### src/rtl/rs_enc_block_sequencer.sv
// rs_enc_block_sequencer: frames an unframed symbol stream into K-symbol RS messages (zero-padding after idle timeout), passes codewords through and checks their framing
module rs_enc_block_sequencer #(
  parameter int m = 8,
  parameter int nblk = 255,
  parameter int check = 16,
  parameter int timeout = 1000
) (
  input  logic                         clk,
  input  logic                         reset,
  input  logic [m-1:0]                 in_data,
  input  logic                         in_valid,
  output logic                         in_ready,
  input  logic                         enc_ena,
  output logic                         enc_val,
  output logic                         enc_sop,
  output logic                         enc_eop,
  output logic [m-1:0]                 enc_data,
  input  logic                         enc_out_val,
  input  logic                         enc_out_sop,
  input  logic                         enc_out_eop,
  input  logic [m-1:0]                 enc_out_data,
  output logic                         enc_out_ena,
  output logic [m-1:0]                 out_data,
  output logic                         out_valid,
  output logic                         out_sop,
  output logic                         out_eop,
  input  logic                         out_ready,
  output logic [$clog2(nblk+1)-1:0]    last_pad,
  output logic [15:0]                  blk_count,
  output logic                         frame_err
);
  localparam int K = nblk - check;
  localparam int CW = $clog2(nblk + 1);
  typedef enum logic [1:0] {IDLE, DATA, PAD} state_t;
  state_t state, state_n;
  logic [CW-1:0] cnt, pad_cnt, ocnt;
  logic [15:0] idle;
  logic pad, xfer, last, timeout_hit, oxfer;
  always_comb begin
    pad = state == PAD;
    enc_val = !reset && (pad || in_valid);
    enc_data = pad ? '0 : in_data;
    in_ready = !reset && !pad && enc_ena;
    xfer = enc_val && enc_ena;
    last = cnt == CW'(K - 1);
    enc_sop = enc_val && cnt == '0;
    enc_eop = enc_val && last;
    timeout_hit = timeout != 0 && idle == 16'(timeout);
    state_n = xfer ? (last ? IDLE : (pad ? PAD : DATA)) :
              (state == DATA && timeout_hit) ? PAD : state;
  end
  always_ff @(posedge clk) begin
    if (reset) begin
      state <= IDLE;
      cnt <= '0;
      idle <= '0;
      pad_cnt <= '0;
      last_pad <= '0;
    end else begin
      state <= state_n;
      if (xfer) cnt <= last ? '0 : cnt + CW'(1);
      idle <= (xfer || state != DATA) ? '0 : idle + 16'd1;
      if (xfer && last) begin
        last_pad <= pad_cnt + CW'(pad);
        pad_cnt <= '0;
      end else if (xfer && pad) begin
        pad_cnt <= pad_cnt + CW'(1);
      end
    end
  end
  assign out_data = enc_out_data;
  assign out_valid = enc_out_val;
  assign out_sop = enc_out_sop;
  assign out_eop = enc_out_eop;
  assign enc_out_ena = out_ready;
  assign oxfer = enc_out_val && out_ready;
  always_ff @(posedge clk) begin
    if (reset) begin
      ocnt <= '0;
      blk_count <= '0;
      frame_err <= 1'b0;
    end else if (oxfer) begin
      if (enc_out_sop != (ocnt == '0) || enc_out_eop != (ocnt == CW'(nblk - 1))) frame_err <= 1'b1;
      ocnt <= (enc_out_eop || ocnt == CW'(nblk - 1)) ? '0 : ocnt + CW'(1);
      if (enc_out_eop) blk_count <= blk_count + 16'd1;
    end
  end
endmodule

### config.mk
export PLATFORM = sky130hd
export DESIGN_NAME = rs_enc_block_sequencer
export DESIGN_NICKNAME = d
export VERILOG_FILES = /design/src/rtl/rs_enc_block_sequencer.sv
export SDC_FILE = /design/constraint.sdc
export NUM_CORES = 1
export LEC_CHECK = 0
export ABC_CLOCK_PERIOD_IN_PS = 2600
export CORE_MARGIN = 2
export CORE_UTILIZATION = 28
export DETAILED_ROUTE_END_ITERATION = 7
export PLACE_DENSITY = 0.45
export SLEW_MARGIN = 20
export SYNTH_ARGS = -nofsm -noshare
export SYNTH_HDL_FRONTEND = slang
export SYNTH_SLANG_ARGS = --single-unit
### constraint.sdc
create_clock -name clk -period 2.6 [get_ports clk]
set_clock_uncertainty 0.2 [all_clocks]
set_input_delay 0.52 -clock clk [delete_from_list [all_inputs] [get_ports clk]]
set_output_delay 0.52 -clock clk [all_outputs]
set_load 0.05 [all_outputs]
-- Word-level counts from Yosys, hierarchy flattened
Index checks and enable logic that the tools add are counted.
- register bits after elaboration: 67
- input port bits: 24
- output and inout port bits: 49
- word-level logic and storage cells: 52
- add/subtract/negate cells: 6
- equality and inequality tests: 8
- muxes and demuxes: 7
- reduce and logical (&&, ||, !) cells: 23
- operators with widths (kind ; number):
    adder 16 x 1 -> 16 bit (second input constant) ; 2
    adder 8 x 1 -> 8 bit (second input constant) ; 3
    2-to-1 mux 8 bit ; 3
    == test 16 x 10 -> 1 bit (second input constant) ; 1
    == test 8 bit (second input constant) ; 2
    zero test 8 bit ; 2
    logical AND 1 bit ; 10
    adder 8 x 1 -> 8 bit ; 1
    2-to-1 mux 2 bit ; 4
    logical OR 1 bit ; 4
    AND reduction 2 bit ; 2
    OR reduction 2 bit ; 2
    == test 2 x 1 -> 1 bit (second input constant) ; 1
    == test 2 bit (second input constant) ; 1
    zero test 1 bit ; 2
    != test 1 bit ; 2
    != test 2 x 1 -> 1 bit (second input constant) ; 1
    nonzero test 2 bit ; 1

-- Longest topological paths before layout
Gate-level depths: netlist (run 1).
- depth in word-level cells: 6
- mapped depth: 9
- depth with buffers taken out: 7

-- Worst setup path after synthesis (run 1)
OpenSTA, ideal clock, no wires.
- path type: reg-to-output
- start: register state[1]
- end: output port enc_sop
- arrival: 2.275 ns
- required time: 1.880 ns
- path slack: -0.395 ns
- cell stages (with the launch flop): 7
- buffers on the path: 2
- cell sequence: dfxtp_1 nor2b_1 buf_2 clkbuf_1 nor2_1 nor2_1 and3_1
- longest elaborated chain between the ends: 4
- RTL lines (element ; RTL line ; RTL):
    from (decl) ; 35 ; state_t state, state_n;
    from (signal assigned) ; 60 ; state <= state_n;
    == test 2 bit ; 40 ; pad = state == PAD;
    logical OR 1 bit ; 41 ; enc_val = !reset && (pad || in_valid);
    logical AND 1 bit ; 41 ;
    net enc_val ; 14 ; output logic enc_val,
    logical AND 1 bit ; 46 ; enc_sop = enc_val && cnt == '0;
    to (decl) ; 15 ; output logic enc_sop,
The timed path passes the listed nets, and every way through them passes these cells.

-- Worst setup path after layout (run 1)
- start: input port enc_ena
- end: output port in_ready
- longest elaborated chain between the ends: 1
- RTL lines (element ; RTL line ; RTL):
    from (decl) ; 13 ; input logic enc_ena,
    logical AND 1 bit ; 43 ; in_ready = !reset && !pad && enc_ena;
    to (decl) ; 12 ; output logic in_ready,
Every way passes these cells.

==> results.sh, run 1 <==
export IMPL_ys_flop_type="dfxtp_1"
export IMPL_whs_ns=0.263
export IMPL_grt_overflow=0
export IMPL_cp_arrival_ns=1.71
export IMPL_yosysTopAreaCell="dfxtp_1"
export IMPL_tritoncts="done"
export IMPL_placed_cells=584
export IMPL_route_detailed_drc=0
export IMPL_hpwl_um=5440
export IMPL_drive_above_1_share_pct=13.2
export IMPL_cts_buffers=9
export IMPL_cts_resized=0
export IMPL_fin_crit_sh_pct=93.3
export IMPL_power_leakage_nw=1.63
export IMPL_ys_ff_latch=67
export IMPL_yosysWarnings=0
export IMPL_synth_top_area_share_pct=39.6
export IMPL_rsz0062_at_grt="no"
export IMPL_synthSimpleGateAreaFrac_pct=27.8
export IMPL_ios=73
export IMPL_synth_edf_count=0
export IMPL_avgSynthCellArea_um2=8.62
export IMPL_layout_common_cells="67 x dfxtp_1, 59 x nor2_1, 40 x clkdlybuf4s50_1"
export IMPL_chipHeight_um=114
export IMPL_postLayoutSetupSlackWorst_ns=0.174
export IMPL_area_growth_pct=31.1
export IMPL_post_cts_buffers=0
export IMPL_diodes=0
export IMPL_drt_iter0_markers=77
export IMPL_antenna_found_initial=0
export IMPL_worstSkewPairLatency_ns=0.32
export IMPL_grtUsageTotal_pct=12.2
export IMPL_grt_pass1_vias=2676
export IMPL_critPathMaxStageDelay_ns=0.47
export IMPL_clkSinkCount=67
export IMPL_final_antenna_net_count=0
export IMPL_cts_hold_buf=0
export IMPL_synthCells=393
export IMPL_crit_chain="clkdlybuf4s50_1 -> nor2b_1 -> nor2b_1 -> buf_4 -> buf_12"
export IMPL_async_reset_ff_share_pct=0
export IMPL_dr_pass1_iters=4
export IMPL_syn_area_um2=3390
export IMPL_placed_cell_area_um2=4160
export IMPL_min_path_type="flop to flop"
export IMPL_clk_path_buf_depth=2
export IMPL_nNetsFinal=486
export IMPL_synth_compound_area_share_pct=7.35
export IMPL_avgRoutedWirePerCell_um=12.3
export IMPL_synth_top_family_by_area="simple AND/OR/NAND/NOR gates"
export IMPL_num_rows=40
export IMPL_postRouteWirelength_um=7400
export IMPL_final_common_cell="dfxtp_1"
export IMPL_stdcell_count=600
export IMPL_slew_headroom_pct=56.7
export IMPL_worst_pin_slew_ns=0.634
export IMPL_cap_violations=0
export IMPL_cp_slowest_cell="clkdlybuf4s50_1"
export IMPL_ys_top_cells_by_area="dfxtp_1 40%, xor2_1 7.8%, nor2_1 6.6%"
export IMPL_crit_fanout=2
export IMPL_timing_critical_path_mode_cell="nor2b_1"
export IMPL_max_vdd_ir_drop_v=0.000233
export IMPL_p_total_mw=2.39
export IMPL_fp_dieW_um=114
export IMPL_tns_ns=0
export IMPL_gp_congestion=0.782
export IMPL_postSynthNetCount=431
export IMPL_h_tree_depth=3
export IMPL_yosysSeqAreaShare_pct=39.6
export IMPL_synth_fa_ha_area_share_pct=5.17
export IMPL_cp_end_kind="output port"
export IMPL_synth_xor_area_share_pct=11.6
export IMPL_fmax_mhz=412
export IMPL_path_clk_slew_ns=0.06
export IMPL_reg2regPathDepth=7
export IMPL_grt_max_degree=19
export IMPL_cts_root_buf="clkbuf_16"
export IMPL_muxShareOfSynthArea_pct=1.81
export IMPL_place_ws_ns=0.0520
export IMPL_critPathRequiredTime_ns=1.88
export IMPL_powerDensity_nw_per_um2=538
export IMPL_holdPathStages=1
export IMPL_startpoint_type="primary input"
export IMPL_drv_slew=0
export IMPL_finalSetupViolations=0
export IMPL_vias=2801
export IMPL_initial_core_util_pct=28.5
export IMPL_status="finished clean"
export IMPL_final_util_pct=37.3
export IMPL_core_area_um2=11900
export IMPL_via_per_inst=4.67
export IMPL_design_area_um2=4440
export IMPL_port_buffers=56
export IMPL_hold_viol_final=0
export IMPL_yosysUniqueCellTypes=45
export IMPL_worstSetupPathType="primary input to output port"
export IMPL_grt_first_pass_wirelength_um=12800
export IMPL_nFillCells=1253
export IMPL_die_area_um2=13000
export IMPL_min_period_ns=2.43
[synth_stat cells, types with 5 or more instances]
cell and number:
dfxtp_1 67, nor2_1 60, xor2_1 30, nand2_1 27, nand3_1 15, xnor2_1 15, ha_1 14, nand4_1 14
buf_4 12, nor2b_1 12, a21oi_1 11, and3_1 11, clkbuf_1 10, inv_1 10, nor3_1 9, o21ai_0 9
a211oi_1 7, or3_1 7, buf_2 6, and2_1 5, mux2i_1 5, nor4_1 5
[flip-flops by register name (all words and copies together) (netlist names)]
signal and count:
pad_cnt 8, blk_count 16, frame_err 1, idle 16, cnt 8, ocnt 8, state 2, last_pad 8
[final timing paths]
check | startpoint | endpoint | slack, ns
worst max register to register | state[1] | last_pad[7] | 0.59
worst min register to register | idle[0] | idle[0] | 0.26
worst max-delay path | enc_ena | in_ready | 0.17
worst min-delay path | idle[0] | idle[0] | 0.26
[layout make-up]
class | instances | area (µm²) | area share, %
sequential | 67 | 1340 | 30.2
clock buffer | 10 | 239 | 5.38
tap | 147 | 184 | 4.14
inverter | 10 | 37.5 | 0.845
multi-input combinational | 285 | 1830 | 41.2
timing repair buffer | 75 | 763 | 17.2
clock inverter | 6 | 50.0 | 1.13
[logic make-up after synthesis]
kind of cell,after synthesis
adders and majority gates,14
buffers and inverters,41
and+or+nand+nor,182
muxes,6
xor gates and xnor gates,45
DFF,67
AOI/OAI and AO/OA,38
[critical path, delay by kind of cell]
| family | cells | cell delay [ns] |
|---|---|---|
| simple gates | 2 | 0.43 |
| buf+inv | 3 | 0.75 |
[routing by layer]
layer  track usage (%)  vias up  wire, µm
li1                  -     1451         -
met1              16.0     1287      3630
met2              18.9       52      3330
met3              2.44       11       288
met4              6.10        0       156
met5                 0        -         0
[power breakdown]
part	internal, mW	switching [mW]
registers	1.03	0.00731
logic	0.0864	0.112
clock network	0.679	0.472
(Power assumes the default switching activity.)
==> inputs of run 2 (changes only) <==
SKIP_LAST_GASP = 1   (was unset)
==> results of run 2 <==
No change in the layout: final DEF, timing and power equal those of run 1.
==> inputs of run 3 (changes only) <==
ABC_AREA = 1   (was unset)
CTS_CLUSTER_DIAMETER = 80   (was unset)
==> results.sh, run 3 <==
export IMPL_crit_chain="clkdlybuf4s50_1 -> buf_12 -> nor3_1 -> buf_12"
export IMPL_critPathMaxStageDelay_ns=0.52
export IMPL_synth_top_area_share_pct=36.4
export IMPL_grt_max_degree=25
export IMPL_cts_buffers=9
export IMPL_ys_ff_latch=67
export IMPL_ys_flop_type="dfxtp_1"
export IMPL_hold_viol_final=0
export IMPL_ff2ff_setup_slack_ns=0.44
export IMPL_layout_common_cells="87 x nand2_1, 86 x nor2_1, 79 x inv_1"
export IMPL_h_tree_depth=3
export IMPL_cap_violations=0
export IMPL_final_antenna_net_count=0
export IMPL_status="finished clean"
export IMPL_cp_arrival_ns=1.78
export IMPL_synthCells=526
export IMPL_fmax_mhz=400
export IMPL_grt_first_pass_wirelength_um=14800
export IMPL_avgRoutedWirePerCell_um=11.2
export IMPL_cts_resized=0
export IMPL_chipHeight_um=119
export IMPL_slew_headroom_pct=63.7
export IMPL_grt_pass1_vias=3263
export IMPL_worstSkewPairLatency_ns=0.33
export IMPL_path_clk_slew_ns=0.05
export IMPL_clk_path_buf_depth=2
export IMPL_yosysMostFrequentCell="nand2_1"
export IMPL_yosysSeqAreaShare_pct=36.4
export IMPL_yosysWarnings=0
export IMPL_r2r_start="state[1]"
export IMPL_holdPathStages=2
export IMPL_max_vdd_ir_drop_v=0.000318
export IMPL_postLayoutSetupSlackWorst_ns=0.0973
export IMPL_syn_area_um2=3690
export IMPL_grtUsageTotal_pct=12.8
export IMPL_powerDensity_nw_per_um2=527
export IMPL_worstSetupPathType="primary input to output port"
export IMPL_avgSynthCellArea_um2=7.01
export IMPL_reg2regPathDepth=8
export IMPL_cts_root_buf="clkbuf_16"
export IMPL_worst_pin_slew_ns=0.543
export IMPL_reg_largest_list="blk_count (16), idle (16)"
export IMPL_crit_fanout=6
export IMPL_drive_above_1_share_pct=12.3
export IMPL_diodes=0
export IMPL_tritoncts="done"
export IMPL_nNetsFinal=619
export IMPL_worstHoldStart="frame_err"
export IMPL_yosysUniqueCellTypes=34
export IMPL_initial_core_util_pct=29.0
export IMPL_ios=73
export IMPL_port_buffers=56
export IMPL_tns_ns=0
export IMPL_vias=3331
export IMPL_timing_critical_path_mode_cell="buf_12"
export IMPL_antenna_found_initial=0
export IMPL_p_total_mw=2.57
export IMPL_route_detailed_drc=0
export IMPL_ys_top_cells_by_area="dfxtp_1 36%, nand2_1 8.9%, nor2_1 8.8%"
export IMPL_postSynthNetCount=564
export IMPL_post_cts_buffers=0
export IMPL_place_ws_ns=0.0948
export IMPL_regArea_um2=1340
export IMPL_drv_slew=0
export IMPL_die_area_um2=14100
export IMPL_postRouteWirelength_um=8470
export IMPL_via_per_inst=4.39
export IMPL_async_reset_ff_share_pct=0
export IMPL_grt_overflow=0
export IMPL_num_rows=41
export IMPL_core_area_um2=12700
export IMPL_startpoint_type="primary input"
export IMPL_rsz0062_at_grt="no"
export IMPL_synth_commonest_cells="87 x nand2_1, 86 x nor2_1, 79 x inv_1"
export IMPL_final_common_cell="nand2_1"
export IMPL_gp_congestion=0.791
export IMPL_critPathRequiredTime_ns=1.88
export IMPL_yosysTopAreaCell="dfxtp_1"
export IMPL_clkSinkCount=67
export IMPL_dr_pass1_iters=4
export IMPL_min_path_type="flop to flop"
export IMPL_nFillCells=1396
export IMPL_cp_end_kind="output port"
export IMPL_fp_dieW_um=119
export IMPL_whs_endpoint="frame_err"
export IMPL_drt_iter0_markers=100
export IMPL_hpwl_um=6360
export IMPL_fin_crit_sh_pct=96.3
export IMPL_finalSetupViolations=0
export IMPL_cp_slowest_cell="clkdlybuf4s50_1"
export IMPL_synth_edf_count=0
export IMPL_min_period_ns=2.50
export IMPL_area_growth_pct=31.9
export IMPL_multi_input_area_um2=1900
export IMPL_reg2reg_to="last_pad[4]"
export IMPL_cts_hold_buf=0
export IMPL_power_leakage_nw=1.98
[run 3: cell count changes in the layout (fill, tap and decap cells not counted), moves of 20 or more]
cell and delta:
nand2_1 +60, nand3_1 +22, inv_1 +69, nor2_1 +27, buf_4 -20, xor2_1 -21
[run 3: metal layers]
layer | vias to the layer above | share of wire (%) | track usage [%]
li1 | 1769 | - | -
met4 | 0 | 2.0 | 4.99
met3 | 14 | 6.6 | 4.97
met5 | - | 0 | 0
met2 | 77 | 42 | 19.5
met1 | 1471 | 49 | 16.3
[run 3: logic make-up after synthesis]
family / count (synthesis) / share of synthesized area, %
adders and majority gates: 14 / 4.75
DFF: 67 / 36.4
AOI/OAI and AO/OA: 61 / 8.96
xor gates and xnor gates: 14 / 3.32
and+or+nand+nor: 269 / 34.6
buffers and inverters: 101 / 12.0
[run 3: power breakdown]
part	leakage [nW]	switching, mW	internal, mW
Combinational	1.29	0.169	0.125
Clock	0.145	0.458	0.767
Sequential	0.541	0.00885	1.04
Total	1.98	0.636	1.93
[run 3: through the flow]
stage | utilization (%) | cells | instance area (µm²) | hold WS (ns)
after detailed placement | 35.9 | 742 | 4560 | 0.242
after global routing | 38.2 | 758 | 4860 | 0.268
after global placement | 35.9 | 742 | 4560 | 0.234
final | 38.2 | 758 | 4860 | 0.249
after CTS | 38.2 | 758 | 4860 | 0.252
after floorplan | - | 526 | 3690 | 0.241
[run 3: worst max path at each step]
stage,slack (ns),start,endpoint,depth (start not counted)
final,0.1,reset,in_ready,4
after global routing,0.03,reset,in_ready,4
after CTS,0.09,reset,in_ready,4
after detailed placement,0.09,reset,in_ready,4
after global placement,0.15,reset,in_ready,4
after floorplan,0.06,state[0],in_ready,5
[run 3: critical path: cells and delay by family]
kind | cells | cell delay (ns)
and+or+nand+nor | 1 | 0.35
buffers and inverters | 3 | 0.90
[run 3: area by class of cell]
cell class,count,share of cell area [%]
clock buffers,10,4.91
well taps,172,4.42
flip-flops and latches,67,27.6
inverters,81,6.35
multi-input cells,358,39.1
clock inverters,6,1.31
repair buffers,64,16.3
